--- src/rtl/snake_body_engine_pkg.sv ---
// Shared definitions for the snake body engine:
// direction codes, FSM encodings, direction helper.
package snake_body_engine_pkg;

  localparam logic [1:0] DIR_XP = 2'b00;
  localparam logic [1:0] DIR_XN = 2'b01;
  localparam logic [1:0] DIR_YP = 2'b10;
  localparam logic [1:0] DIR_YN = 2'b11;

  localparam logic [1:0] ST_IDLE   = 2'd0;
  localparam logic [1:0] ST_CALC   = 2'd1;
  localparam logic [1:0] ST_SCAN   = 2'd2;
  localparam logic [1:0] ST_COMMIT = 2'd3;

  // Opposite direction only flips the sign bit of the axis.
  function automatic logic [1:0] opposite_dir(input logic [1:0] d);
    return {d[1], ~d[0]};
  endfunction

endpackage

--- src/rtl/snake_body_engine_next_head.sv ---
// Combinational head stepper with wrap-around and
// border detection for an arbitrary GRID_W x GRID_H.
module snake_next_head
  import snake_body_engine_pkg::*;
#(
  parameter int GRID_W = 8,
  parameter int GRID_H = 8,
  parameter int X_BITS = $clog2(GRID_W),
  parameter int Y_BITS = $clog2(GRID_H),
  parameter int POS_W  = X_BITS + Y_BITS
) (
  input  logic [POS_W-1:0] head,
  input  logic [1:0]       dir,
  input  logic             wall_mode,
  output logic [POS_W-1:0] nh,
  output logic             out_of_bounds
);

  localparam logic [X_BITS-1:0] X_MAX = X_BITS'(GRID_W - 1);
  localparam logic [Y_BITS-1:0] Y_MAX = Y_BITS'(GRID_H - 1);
  localparam logic [X_BITS-1:0] X_ONE = X_BITS'(1);
  localparam logic [Y_BITS-1:0] Y_ONE = Y_BITS'(1);

  logic [X_BITS-1:0] x;
  logic [X_BITS-1:0] nx;
  logic [Y_BITS-1:0] y;
  logic [Y_BITS-1:0] ny;
  logic              edge_hit;

  always_comb begin
    x        = head[X_BITS-1:0];
    y        = head[POS_W-1:X_BITS];
    nx       = x;
    ny       = y;
    edge_hit = 1'b0;
    unique case (dir)
      DIR_XP: begin
        edge_hit = (x == X_MAX);
        nx       = edge_hit ? '0 : x + X_ONE;
      end
      DIR_XN: begin
        edge_hit = (x == '0);
        nx       = edge_hit ? X_MAX : x - X_ONE;
      end
      DIR_YP: begin
        edge_hit = (y == Y_MAX);
        ny       = edge_hit ? '0 : y + Y_ONE;
      end
      DIR_YN: begin
        edge_hit = (y == '0);
        ny       = edge_hit ? Y_MAX : y - Y_ONE;
      end
    endcase
  end

  assign nh            = {ny, nx};
  assign out_of_bounds = edge_hit & wall_mode;

endmodule

--- src/rtl/snake_body_engine.sv ---
// Snake body engine: circular body buffer, one move per
// request with serial self-collision scan before commit.
module snake_body_engine
  import snake_body_engine_pkg::*;
#(
  parameter int          GRID_W   = 8,
  parameter int          GRID_H   = 8,
  parameter int          MAX_LEN  = 64,
  parameter int          INIT_POS = 0,
  parameter logic [1:0]  INIT_DIR = 2'b00,
  parameter int          X_BITS   = $clog2(GRID_W),
  parameter int          Y_BITS   = $clog2(GRID_H),
  parameter int          POS_W    = X_BITS + Y_BITS,
  parameter int          LEN_W    = $clog2(MAX_LEN + 1)
) (
  input  logic             clock,
  input  logic             restart_n,
  input  logic             clear,
  input  logic             wall_mode,
  input  logic             move_req,
  input  logic [1:0]       dir,
  input  logic [POS_W-1:0] apple_pos,
  input  logic [LEN_W-1:0] rd_idx,
  output logic [POS_W-1:0] rd_pos,
  output logic [POS_W-1:0] head_pos,
  output logic [LEN_W-1:0] length,
  output logic             busy,
  output logic             done,
  output logic             ate,
  output logic             hit_wall,
  output logic             hit_self,
  output logic             full
);

  localparam int               PTR_W  = $clog2(MAX_LEN);
  localparam logic [POS_W-1:0] INIT_P = POS_W'(INIT_POS);
  localparam logic [LEN_W-1:0] LEN1   = LEN_W'(1);
  localparam logic [LEN_W-1:0] LENMAX = LEN_W'(MAX_LEN);

  logic [POS_W-1:0] body [MAX_LEN];
  logic [PTR_W-1:0] head_ptr;
  logic [PTR_W-1:0] prev_ptr;
  logic [1:0]       state;
  logic [1:0]       last_dir;
  logic [1:0]       eff_dir;
  logic [1:0]       eff_dir_q;
  logic             wall_q;
  logic [POS_W-1:0] apple_q;
  logic [POS_W-1:0] nh;
  logic [POS_W-1:0] nh_q;
  logic             oob;
  logic             grow;
  logic             grow_q;
  logic             ate_q;
  logic [LEN_W-1:0] n_scan;
  logic [LEN_W-1:0] scan_n;
  logic [LEN_W-1:0] scan_idx;

  // Segment i lives at (head_ptr + i) mod MAX_LEN.
  function automatic logic [PTR_W-1:0] seg_addr(
    input logic [PTR_W-1:0] hp,
    input logic [LEN_W-1:0] i
  );
    logic [LEN_W:0] s;
    s = (LEN_W+1)'(hp) + (LEN_W+1)'(i);
    if (s >= (LEN_W+1)'(MAX_LEN))
      s = s - (LEN_W+1)'(MAX_LEN);
    return s[PTR_W-1:0];
  endfunction

  snake_next_head #(
    .GRID_W(GRID_W),
    .GRID_H(GRID_H)
  ) u_next_head (
    .head         (head_pos),
    .dir          (eff_dir_q),
    .wall_mode    (wall_q),
    .nh           (nh),
    .out_of_bounds(oob)
  );

  assign head_pos = body[head_ptr];
  assign busy     = (state != ST_IDLE);
  assign full     = (length == LENMAX);
  assign prev_ptr = (head_ptr == '0) ? PTR_W'(MAX_LEN - 1)
                                     : head_ptr - PTR_W'(1);
  assign eff_dir  = (length > LEN1 && dir == opposite_dir(last_dir))
                    ? last_dir : dir;
  assign grow     = (nh == apple_q) && (length < LENMAX);
  assign n_scan   = grow ? length : length - LEN1;

  always_ff @(posedge clock or negedge restart_n) begin
    if (!restart_n) begin
      for (int i = 0; i < MAX_LEN; i++) body[i] <= '0;
      body[0]   <= INIT_P;
      head_ptr  <= '0;
      length    <= LEN1;
      last_dir  <= INIT_DIR;
      state     <= ST_IDLE;
      done      <= 1'b0;
      ate       <= 1'b0;
      hit_wall  <= 1'b0;
      hit_self  <= 1'b0;
      eff_dir_q <= '0;
      wall_q    <= 1'b0;
      apple_q   <= '0;
      nh_q      <= '0;
      grow_q    <= 1'b0;
      ate_q     <= 1'b0;
      scan_n    <= '0;
      scan_idx  <= '0;
    end else if (clear) begin
      body[0]  <= INIT_P;
      head_ptr <= '0;
      length   <= LEN1;
      last_dir <= INIT_DIR;
      state    <= ST_IDLE;
      done     <= 1'b0;
      ate      <= 1'b0;
      hit_wall <= 1'b0;
      hit_self <= 1'b0;
    end else begin
      done <= 1'b0;
      ate  <= 1'b0;
      unique case (state)
        ST_IDLE: begin
          if (move_req && !hit_wall && !hit_self) begin
            eff_dir_q <= eff_dir;
            wall_q    <= wall_mode;
            apple_q   <= apple_pos;
            state     <= ST_CALC;
          end
        end
        ST_CALC: begin
          if (oob) begin
            hit_wall <= 1'b1;
            done     <= 1'b1;
            state    <= ST_IDLE;
          end else begin
            nh_q     <= nh;
            grow_q   <= grow;
            ate_q    <= (nh == apple_q);
            scan_n   <= n_scan;
            scan_idx <= '0;
            state    <= (n_scan == '0) ? ST_COMMIT : ST_SCAN;
          end
        end
        ST_SCAN: begin
          if (body[seg_addr(head_ptr, scan_idx)] == nh_q) begin
            hit_self <= 1'b1;
            done     <= 1'b1;
            ate      <= ate_q;
            state    <= ST_IDLE;
          end else if (scan_idx == scan_n - LEN1) begin
            state <= ST_COMMIT;
          end else begin
            scan_idx <= scan_idx + LEN1;
          end
        end
        ST_COMMIT: begin
          head_ptr       <= prev_ptr;
          body[prev_ptr] <= nh_q;
          length         <= length + LEN_W'(grow_q);
          last_dir       <= eff_dir_q;
          done           <= 1'b1;
          ate            <= ate_q;
          state          <= ST_IDLE;
        end
      endcase
    end
  end

  always_ff @(posedge clock or negedge restart_n) begin
    if (!restart_n)
      rd_pos <= '0;
    else if (rd_idx < length)
      rd_pos <= body[seg_addr(head_ptr, rd_idx)];
    else
      rd_pos <= '0;
  end

endmodule

--- config.mk ---
export PLATFORM = sky130hd
export DESIGN_NAME = snake_body_engine
export DESIGN_NICKNAME = d
export VERILOG_FILES = /design/src/rtl/snake_body_engine_pkg.sv /design/src/rtl/snake_body_engine_next_head.sv /design/src/rtl/snake_body_engine.sv
export SDC_FILE = /design/constraint.sdc
export NUM_CORES = 1
export LEC_CHECK = 0
export CORE_ASPECT_RATIO = 0.75
export CORE_UTILIZATION = 35
export DETAILED_ROUTE_END_ITERATION = 12
export GPL_TIMING_DRIVEN = 0
export PLACE_DENSITY = 0.52
export SLEW_MARGIN = 5
export SYNTH_ARGS = -nofsm -noshare
export SYNTH_HDL_FRONTEND = slang
export SYNTH_HIERARCHICAL = 1
export SYNTH_SLANG_ARGS = --single-unit
--- constraint.sdc ---
create_clock -name clock -period 12.1 [get_ports clock]
set_input_delay 1.815 -clock clock [delete_from_list [all_inputs] [get_ports clock]]
set_output_delay 1.815 -clock clock [all_outputs]
set_load 0.01 [all_outputs]
# [Word-level counts from Yosys, hierarchy flattened]
# Cells that the tools add are included.
[word_totals] reg_bits=442 in_bits=20 output_inout_bits=25 elab_cells=217
[classes] bitwise_logic=8 n_reduce_logical=27 n_eq_ne=18 add_sub_neg=13 order_cmp=10 mux=60
[op_table] cell="384-bit bitwise mux" count=1
[op_table] cell="384-bit 2-to-1 mux" count=1
[op_table] cell="6-bit binary-select mux with 6-bit select" count=3
[op_table] cell="6-bit 2-to-1 mux" count=17
[op_table] cell="7-bit 2-to-1 mux" count=6
[op_table] cell="6-bit demux with 6-bit select" count=1
[op_table] cell="7-bit greater-or-equal comparator (second input constant)" count=4
[op_table] cell="6-bit NOT with 7-bit output" count=4
[op_table] cell="6-bit by 1-bit subtractor with 6-bit output (second input constant)" count=3
[op_table] cell="6-bit by 7-bit adder with 8-bit output" count=2
[op_table] cell="8-bit by 7-bit greater-or-equal comparator with 1-bit output (second input constant)" count=2
[op_table] cell="2-bit 2-to-1 mux" count=8
[op_table] cell="7-bit case mux with 2 select lines" count=1
[op_table] cell="2-bit nonzero test" count=7
[op_table] cell="7-bit by 1-bit subtractor with 7-bit output (second input constant)" count=2
[op_table] cell="6-bit equality test" count=2
[op_table] cell="1-bit 2-to-1 mux" count=12
[op_table] cell="3-bit 2-to-1 mux" count=4
[op_table] cell="3-bit case mux with 2 select lines" count=2
[op_table] cell="2-bit equality test (second input constant)" count=4
[op_table] cell="2-bit case mux with 4 select lines" count=1
[op_table] cell="2-bit AND reduction" count=4
[op_table] cell="7-bit by 1-bit adder with 7-bit output" count=1
[op_table] cell="7-bit by 1-bit adder with 7-bit output (second input constant)" count=1
[op_table] cell="other kinds (27)" count=43

# [Depth between registers and ports, before layout]
[depth] depth_word=15 ltp_mapped=23

# [Modules after synthesis]
# The synthesis kept the hierarchy.
[by_module_without_submodules] mod="snake_body_engine" cells_each=1983 instances=1 area_each_um2=27732.8 seq_area_each_um2=11061.9
[by_module_without_submodules] mod="snake_next_head" cells_each=42 instances=1 area_each_um2=311.5 seq_area_each_um2=0.0

# [Worst setup path before layout]
# OpenSTA, ideal clock, no wires.
[synth_timing] path_kind="register to register" startpoint="reg head_ptr[0]" endpoint="reg state[0]" path_slack_ns=6.512 synth_period_minus_slack_ns=5.588 path_stages_with_launch=22 arrival_time_ns=5.477 required_time_ns=11.989 setup_ns=0.111 path_buffers=3 cell_sequence="dfrtp_1 > clkbuf_1 > buf_1 > clkbuf_1 > mux4_2 > mux4_2 > mux2i_1 > o21ai_0 > inv_1 > ha_1 > nor2b_1 > o221ai_1 > o21ai_0 > xor2_1 > nor4_1 > nand4_1 > nor3_1 > a31oi_1 > nor3_1 > a41o_1 > o21ai_1 > a2111oi_2"
[synth_via] elab_chain_len=15
[synth_rtl] element="start, declared" line="snake_body_engine.sv:41" text="logic [PTR_W-1:0] head_ptr;"
[synth_rtl] element="start signal, assigned" line="snake_body_engine.sv:161" text="head_ptr <= prev_ptr;"
[synth_rtl] element="6-bit NOT with 7-bit output (not written as such) (*)" line="snake_body_engine.sv:82" text="assign head_pos = body[head_ptr];"
[synth_rtl] element="6-bit binary-select mux with 6-bit select (*)" line="snake_body_engine.sv:82"
[synth_rtl] element="6-bit 2-to-1 mux (not written as such) (*) (2 in series)" line="snake_body_engine.sv:82"
[synth_rtl] element="net head_pos[4]" line="snake_body_engine.sv:25" text="output logic [POS_W-1:0] head_pos,"
[synth_rtl] element="3-bit by 1-bit subtractor with 3-bit output, or another cell as far along" line="snake_body_engine_next_head.sv:51" text="ny = edge_hit ? Y_MAX : y - Y_ONE;"
[synth_rtl] element="3-bit 2-to-1 mux (on tied branches)" line="snake_body_engine_next_head.sv:51, snake_body_engine_next_head.sv:47"
[synth_rtl] element="3-bit case mux with 2 select lines (*)" line="snake_body_engine_next_head.sv:36" text="unique case (dir)"
[synth_rtl] element="net nh[4]" line="snake_body_engine.sv:49" text="logic [POS_W-1:0] nh;"
[synth_rtl] element="6-bit equality test (*)" line="snake_body_engine.sv:89" text="assign grow = (nh == apple_q) && (length < LENMAX);"
[synth_rtl] element="1-bit logical AND (*)" line="snake_body_engine.sv:89"
[synth_rtl] element="7-bit 2-to-1 mux (*)" line="snake_body_engine.sv:90" text="assign n_scan = grow ? length : length - LEN1;"
[synth_rtl] element="7-bit logical NOT (*)" line="snake_body_engine.sv:145" text="state <= (n_scan == '0) ? ST_COMMIT : ST_SCAN;"
[synth_rtl] element="1-bit 2-to-1 mux (*)" line="snake_body_engine.sv:145"
[synth_rtl] element="2-bit 2-to-1 mux (*)" line="snake_body_engine.sv:135" text="if (oob) begin"
[synth_rtl] element="2-bit case mux with 4 select lines (*)" line="snake_body_engine.sv:125" text="unique case (state)"
[synth_rtl] element="2-bit 2-to-1 mux (*)" line="snake_body_engine.sv:112" text="end else if (clear) begin"
[synth_rtl] element="end signal, assigned" line="snake_body_engine.sv:145"
[synth_rtl] element="end, declared" line="snake_body_engine.sv:43" text="logic [1:0] state;"
# The timed path passes the listed nets; every way through them passes the cells marked *. The select of a mux whose other input is x is not followed.
# A chain may end at the register's enable or synchronous reset.

# [Worst setup path after layout]
[layout_timing] startpoint="reg head_ptr[1]" endpoint="reg ate"
[layout_via] elab_chain_len=13
[layout_rtl] element="6-bit by 7-bit adder with 8-bit output (*)" line="snake_body_engine.sv:65" text="s = (LEN_W+1)'(hp) + (LEN_W+1)'(i);"
[layout_rtl] element="8-bit by 7-bit greater-or-equal comparator with 1-bit output / 6-bit by 1-bit subtractor with 6-bit output (equally long branches)" line="snake_body_engine.sv:66, snake_body_engine.sv:67"
[layout_rtl] element="6-bit 2-to-1 mux (*)" line="snake_body_engine.sv:66" text="if (s >= (LEN_W+1)'(MAX_LEN))"
[layout_rtl] element="6-bit 2-to-1 mux (*)" line="snake_body_engine.sv:125"
[layout_rtl] element="6-bit 2-to-1 mux (*)" line="snake_body_engine.sv:112"
[layout_rtl] element="6-bit NOT with 7-bit output (not written as such) (*)" line="snake_body_engine.sv:149" text="if (body[seg_addr(head_ptr, scan_idx)] == nh_q) begin"
[layout_rtl] element="6-bit binary-select mux with 6-bit select (*)" line="snake_body_engine.sv:149"
[layout_rtl] element="6-bit 2-to-1 mux (not written as such) (*) (2 in series)" line="snake_body_engine.sv:149"
[layout_rtl] element="6-bit equality test (*)" line="snake_body_engine.sv:149"
[layout_rtl] element="1-bit 2-to-1 mux (*)" line="snake_body_engine.sv:149"
[layout_rtl] element="1-bit case mux with 2 select lines (*)" line="snake_body_engine.sv:125"
[layout_rtl] element="1-bit 2-to-1 mux (*)" line="snake_body_engine.sv:112"
[layout_rtl] element="end signal, assigned" line="snake_body_engine.sv:152" text="ate <= ate_q;"
[layout_rtl] element="end signal, assigned" line="snake_body_engine.sv:166" text="ate <= ate_q;"
[layout_rtl] element="end, declared" line="snake_body_engine.sv:29" text="output logic ate,"
# Mark *: on every way between the ends. The rest lies on a longest branch, timed or not. The select of a mux whose other input is x is not followed.

==> run summary <==
Pwr
- Comb power frac: 41.3%
- cell leakage power: 0.01337 uW
- fraction of power consumed by the clock network: 29.3%
- Pint: 3189 uW
- Net Switching: 2409 uW
- Max IR drop VDD: 0.08905 mV
- power per cell area: 176.2 nW/um^2
- sw frac: 43.04%
- portion of total power attributed to sequential cells: 29.4%
- power after layout: 5597 uW

Placed design
- count of buffers from port buffering: 44
- detailed placement HPWL: 88490 um
- Worst Setup Slack post-DPL: 3.480 ns
- cell total after placement: 3123
- RePlAce Congestion: 0.9988

Global route
- total gr overflow: 0
- largest net degree at the start of global routing: 117
- global-route wire length before repair: 167000 um
- antenna violations before repair: 7
- number of global-route vias before repair: 20.33k
- overall fraction of global-route tracks in use: 29.87%

Setup path
- critical path data arrival time: 9.49 ns
- Crit path required time: 12.62 ns
- CP bufs+invs: 8
- peak fanout along the critical path: 10
- Crit-path slowest cell: sky130_fd_sc_hd__buf_1
- nature of the critical path endpoint: flip-flop
- kind of cell adding the most delay to the critical path: buffers and inverters
- Worst path most repeated cell: sky130_fd_sc_hd__clkbuf_1
- count of cell instances traversed by the critical path: 18
- number of cells traversed by the worst register-to-register path: 18
- Worst setup SP type: flip-flop
- WS Path Type: reg2reg
- largest stage delay on the critical path: 1.10 ns
- CP Cell Sequence: clkbuf_1, clkbuf_1, clkbuf_1, inv_1, fa_1, buf_2, buf_1, buf_1, mux4_2, nand2_1, nand4_1, o2111ai_1, o21ai_1, xor2_1, nor2_4, o211ai_4, buf_6, a2111oi_4

Timing
- unrepaired setup endpoints after global routing: no
- Pins Over Slew Limit: 23
- final critical-path setup slack: 3.133 ns
- Peak Freq: 111.5 MHz
- Hold Violations, Final: 0
- crit share post-route: 74.11%
- Fin Hold WS: 0.4906 ns
- actual transition at the worst max-transition pin: 1.530 ns
- Setup-failing EPs final: 0
- Worst Clk Skew: 0.02427 ns
- final critical-path required period: 8.967 ns
- headroom to the max-slew limit: -2.760%

Yosys
- mapped cell area: 28040 sq um
- number of enable-type register cells in the synthesized netlist: 0
- synthesized area divided by synthesized cell count: 13.85 sq um
- number of distinct library cell variants in the gate-level netlist after synthesis: 78
- YS warnings: 6
- Top FF cell, synth: sky130_fd_sc_hd__dfrtp_1
- nets in the synthesized netlist: 2079
- flip-flop and latch count after synthesis: 442
- Post-Syn Instances: 2025
- register area share after synthesis: 39.44%
- share of flip-flops with an asynchronous set or reset: 100.0%

Clocking
- Clk Tree Root Cell: sky130_fd_sc_hd__clkbuf_16
- Clock Pin Slew Worst Setup and Hold Paths: 0.06 ns
- number of buffers inserted for hold repair after clock tree synthesis: 0
- clock sink total: 442
- Post CTS Setup Buffer Count: 0
- largest buffer count on any clock path: 3
- CTS tree: yes
- worst skew pair latency: 0.63 ns
- CTS HTree Levels: 2
- cts repair resizes: 0
- Num CTS Buffers: 49

Drt
- Routed Antenna Nets: 0
- detail-routed via count per cell: 6.640
- remaining design rule violation count: 8
- detailed router's first-iteration violation count: 2912
- post-detailed-route wirelength per cell: 37.52 um
- First-pass DRT Iterations: 9
- total number of vias: 21.34k
- aggregate routed wire length: 120600 um

Die
- die extent in x: 328.9 um
- I/O Pins: 45
- effective utilization at floorplan: 35.52%
- Floorplan Core Area: 78950 sq um
- Core Rows: 89
- Die Height: 247.1 um
- area of the die: 81270 sq um

Final layout
- NumNets Final: 2182
- final cell count without fillers: 3214
- utilization of the core after routing: 40.23%
- Syn-to-layout area delta: 13.26%
- number of fill cells in the layout: 7289
- layout cell share with drive strength beyond 1: 40.19%

Flow run
- number of max-capacitance violations reported: 4

Worst hold path
- worst hold path type: reg2reg
- Hold Path Depth: 2

Status
- outcome: complete, but fails checks
- failing checks: DRC, capacitance limit, slew limit

## stage by stage
step                setup TNS (ns)  instance area [sq um]
floorplan                        0                  28040
global placement          -4674.25                  29790
detailed placement               0                  30020
CTS                              0                  31730
global route                     0                  31760
finish                           0                  31760
## worst register-to-register path, delay by kind of cell (launching register included)
family	cells	cell delay [ns]
flip-flops	1	0.48
XOR/XNOR	1	0.21
AO/OA/AOI/OAI	4	1.00
multiplexers	1	0.48
adder cells (fa/ha/maj)	1	0.74
buffers and inverters	8	5.51
AND/OR/NAND/NOR	3	0.43
## cells in the mapped netlist, types with 9 or more instances
cell type | n | share of area (%)
sky130_fd_sc_hd__a211oi_1 | 22 | 0.59
sky130_fd_sc_hd__a21oi_1 | 35 | 0.62
sky130_fd_sc_hd__and2_1 | 12 | 0.27
sky130_fd_sc_hd__buf_1 | 32 | 0.43
sky130_fd_sc_hd__buf_2 | 15 | 0.27
sky130_fd_sc_hd__clkbuf_1 | 107 | 1.4
sky130_fd_sc_hd__dfrtp_1 | 441 | 39
sky130_fd_sc_hd__ha_1 | 32 | 1.4
sky130_fd_sc_hd__inv_1 | 27 | 0.36
sky130_fd_sc_hd__mux2_2 | 387 | 16
sky130_fd_sc_hd__mux2i_1 | 57 | 2.0
sky130_fd_sc_hd__mux4_2 | 329 | 26
sky130_fd_sc_hd__nand2_1 | 167 | 2.2
sky130_fd_sc_hd__nand2b_1 | 10 | 0.22
sky130_fd_sc_hd__nand3_1 | 15 | 0.27
sky130_fd_sc_hd__nor2_1 | 77 | 1.0
sky130_fd_sc_hd__nor2b_1 | 18 | 0.40
sky130_fd_sc_hd__nor3_1 | 27 | 0.48
sky130_fd_sc_hd__o21ai_0 | 34 | 0.61
sky130_fd_sc_hd__or3_1 | 9 | 0.20
sky130_fd_sc_hd__xnor2_1 | 23 | 0.72
sky130_fd_sc_hd__xor2_1 | 19 | 0.59
## worst paths after layout
path	start	endpoint	slack (ns)
max in group asynchronous	restart_n	body[289]	9.01
min reg2reg	ate_q	ate_q	0.49
max	head_ptr[1]	ate	3.13
max reg2reg	head_ptr[1]	ate	3.13
min in group asynchronous	restart_n	body[163]	1.12
min	ate_q	ate_q	0.49
## cell type report
| class | count | area (sq um) | share of cell area (%) |
|---|---|---|---|
| Antenna cell | 1 | 2.502 | 0.007879 |
| Buffer | 165 | 729.5 | 2.297 |
| Clock buffer | 80 | 1535 | 4.834 |
| Clock inverter | 10 | 178.9 | 0.5633 |
| Inverter | 29 | 111.4 | 0.3506 |
| Multi-Input combinational cell | 1389 | 16220 | 51.08 |
| Sequential cell | 442 | 11060 | 34.83 |
| Tap cell | 1046 | 1309 | 4.121 |
| Timing Repair Buffer | 52 | 609.3 | 1.918 |
## registers in the layout, indices dropped and copies added, names as in the netlist
signal,cells
hit_self,1
body,384
done,1
state,2
eff_dir_q,2
scan_idx,7
length,7
ate,1
apple_q,6
rd_pos,6
head_ptr,6
grow_q,1
hit_wall,1
wall_q,1
nh_q,6
ate_q,1
last_dir,2
scan_n,7
## cells in the final DEF (no fill, tap or decap), drive strengths merged, types with 32 or more instances in the layout
cell type	instances
ha	32
clkdlybuf4s50	43
clkbuf	189
o21ai	38
buf	65
dfrtp	441
mux2	387
nor2	79
nand2	167
mux4	334
a21oi	37
mux2i	57
## metal layers
| metal | track usage, % | part of all wire, % | up-vias |
|---|---|---|---|
| li1 | - | - | 8096 |
| met1 | 42.15 | 42 | 11490 |
| met2 | 40.43 | 41 | 1500 |
| met3 | 13.66 | 14 | 242 |
| met4 | 8.837 | 3.2 | 12 |
| met5 | 0 | 0.075 | - |
## kinds of logic (layout without fill, tap and decap cells)
kind of cell / after synthesis / in the layout / synth area share (%)
flip-flops: 442 / 442 / 39.44
other: 0 / 1 / 0
XOR/XNOR: 44 / 44 / 1.428
adder cells (fa/ha/maj): 34 / 34 / 1.570
buffers and inverters: 194 / 336 / 2.927
multiplexers: 778 / 778 / 44.46
AND/OR/NAND/NOR: 371 / 371 / 6.085
AO/OA/AOI/OAI: 162 / 162 / 4.082
## power groups by stage
stage	clock network (uW)	registers (uW)	logic [uW]
2_1_floorplan	0	1630	1270
3_3_place_gp	0	1670	2200
3_5_place_dp	0	1660	2230
4_1_cts	1650	1640	2240
5_1_grt	1710	1650	2370
6_report	1640	1640	2310
Note: power is estimated with default switching activity, not from simulation.
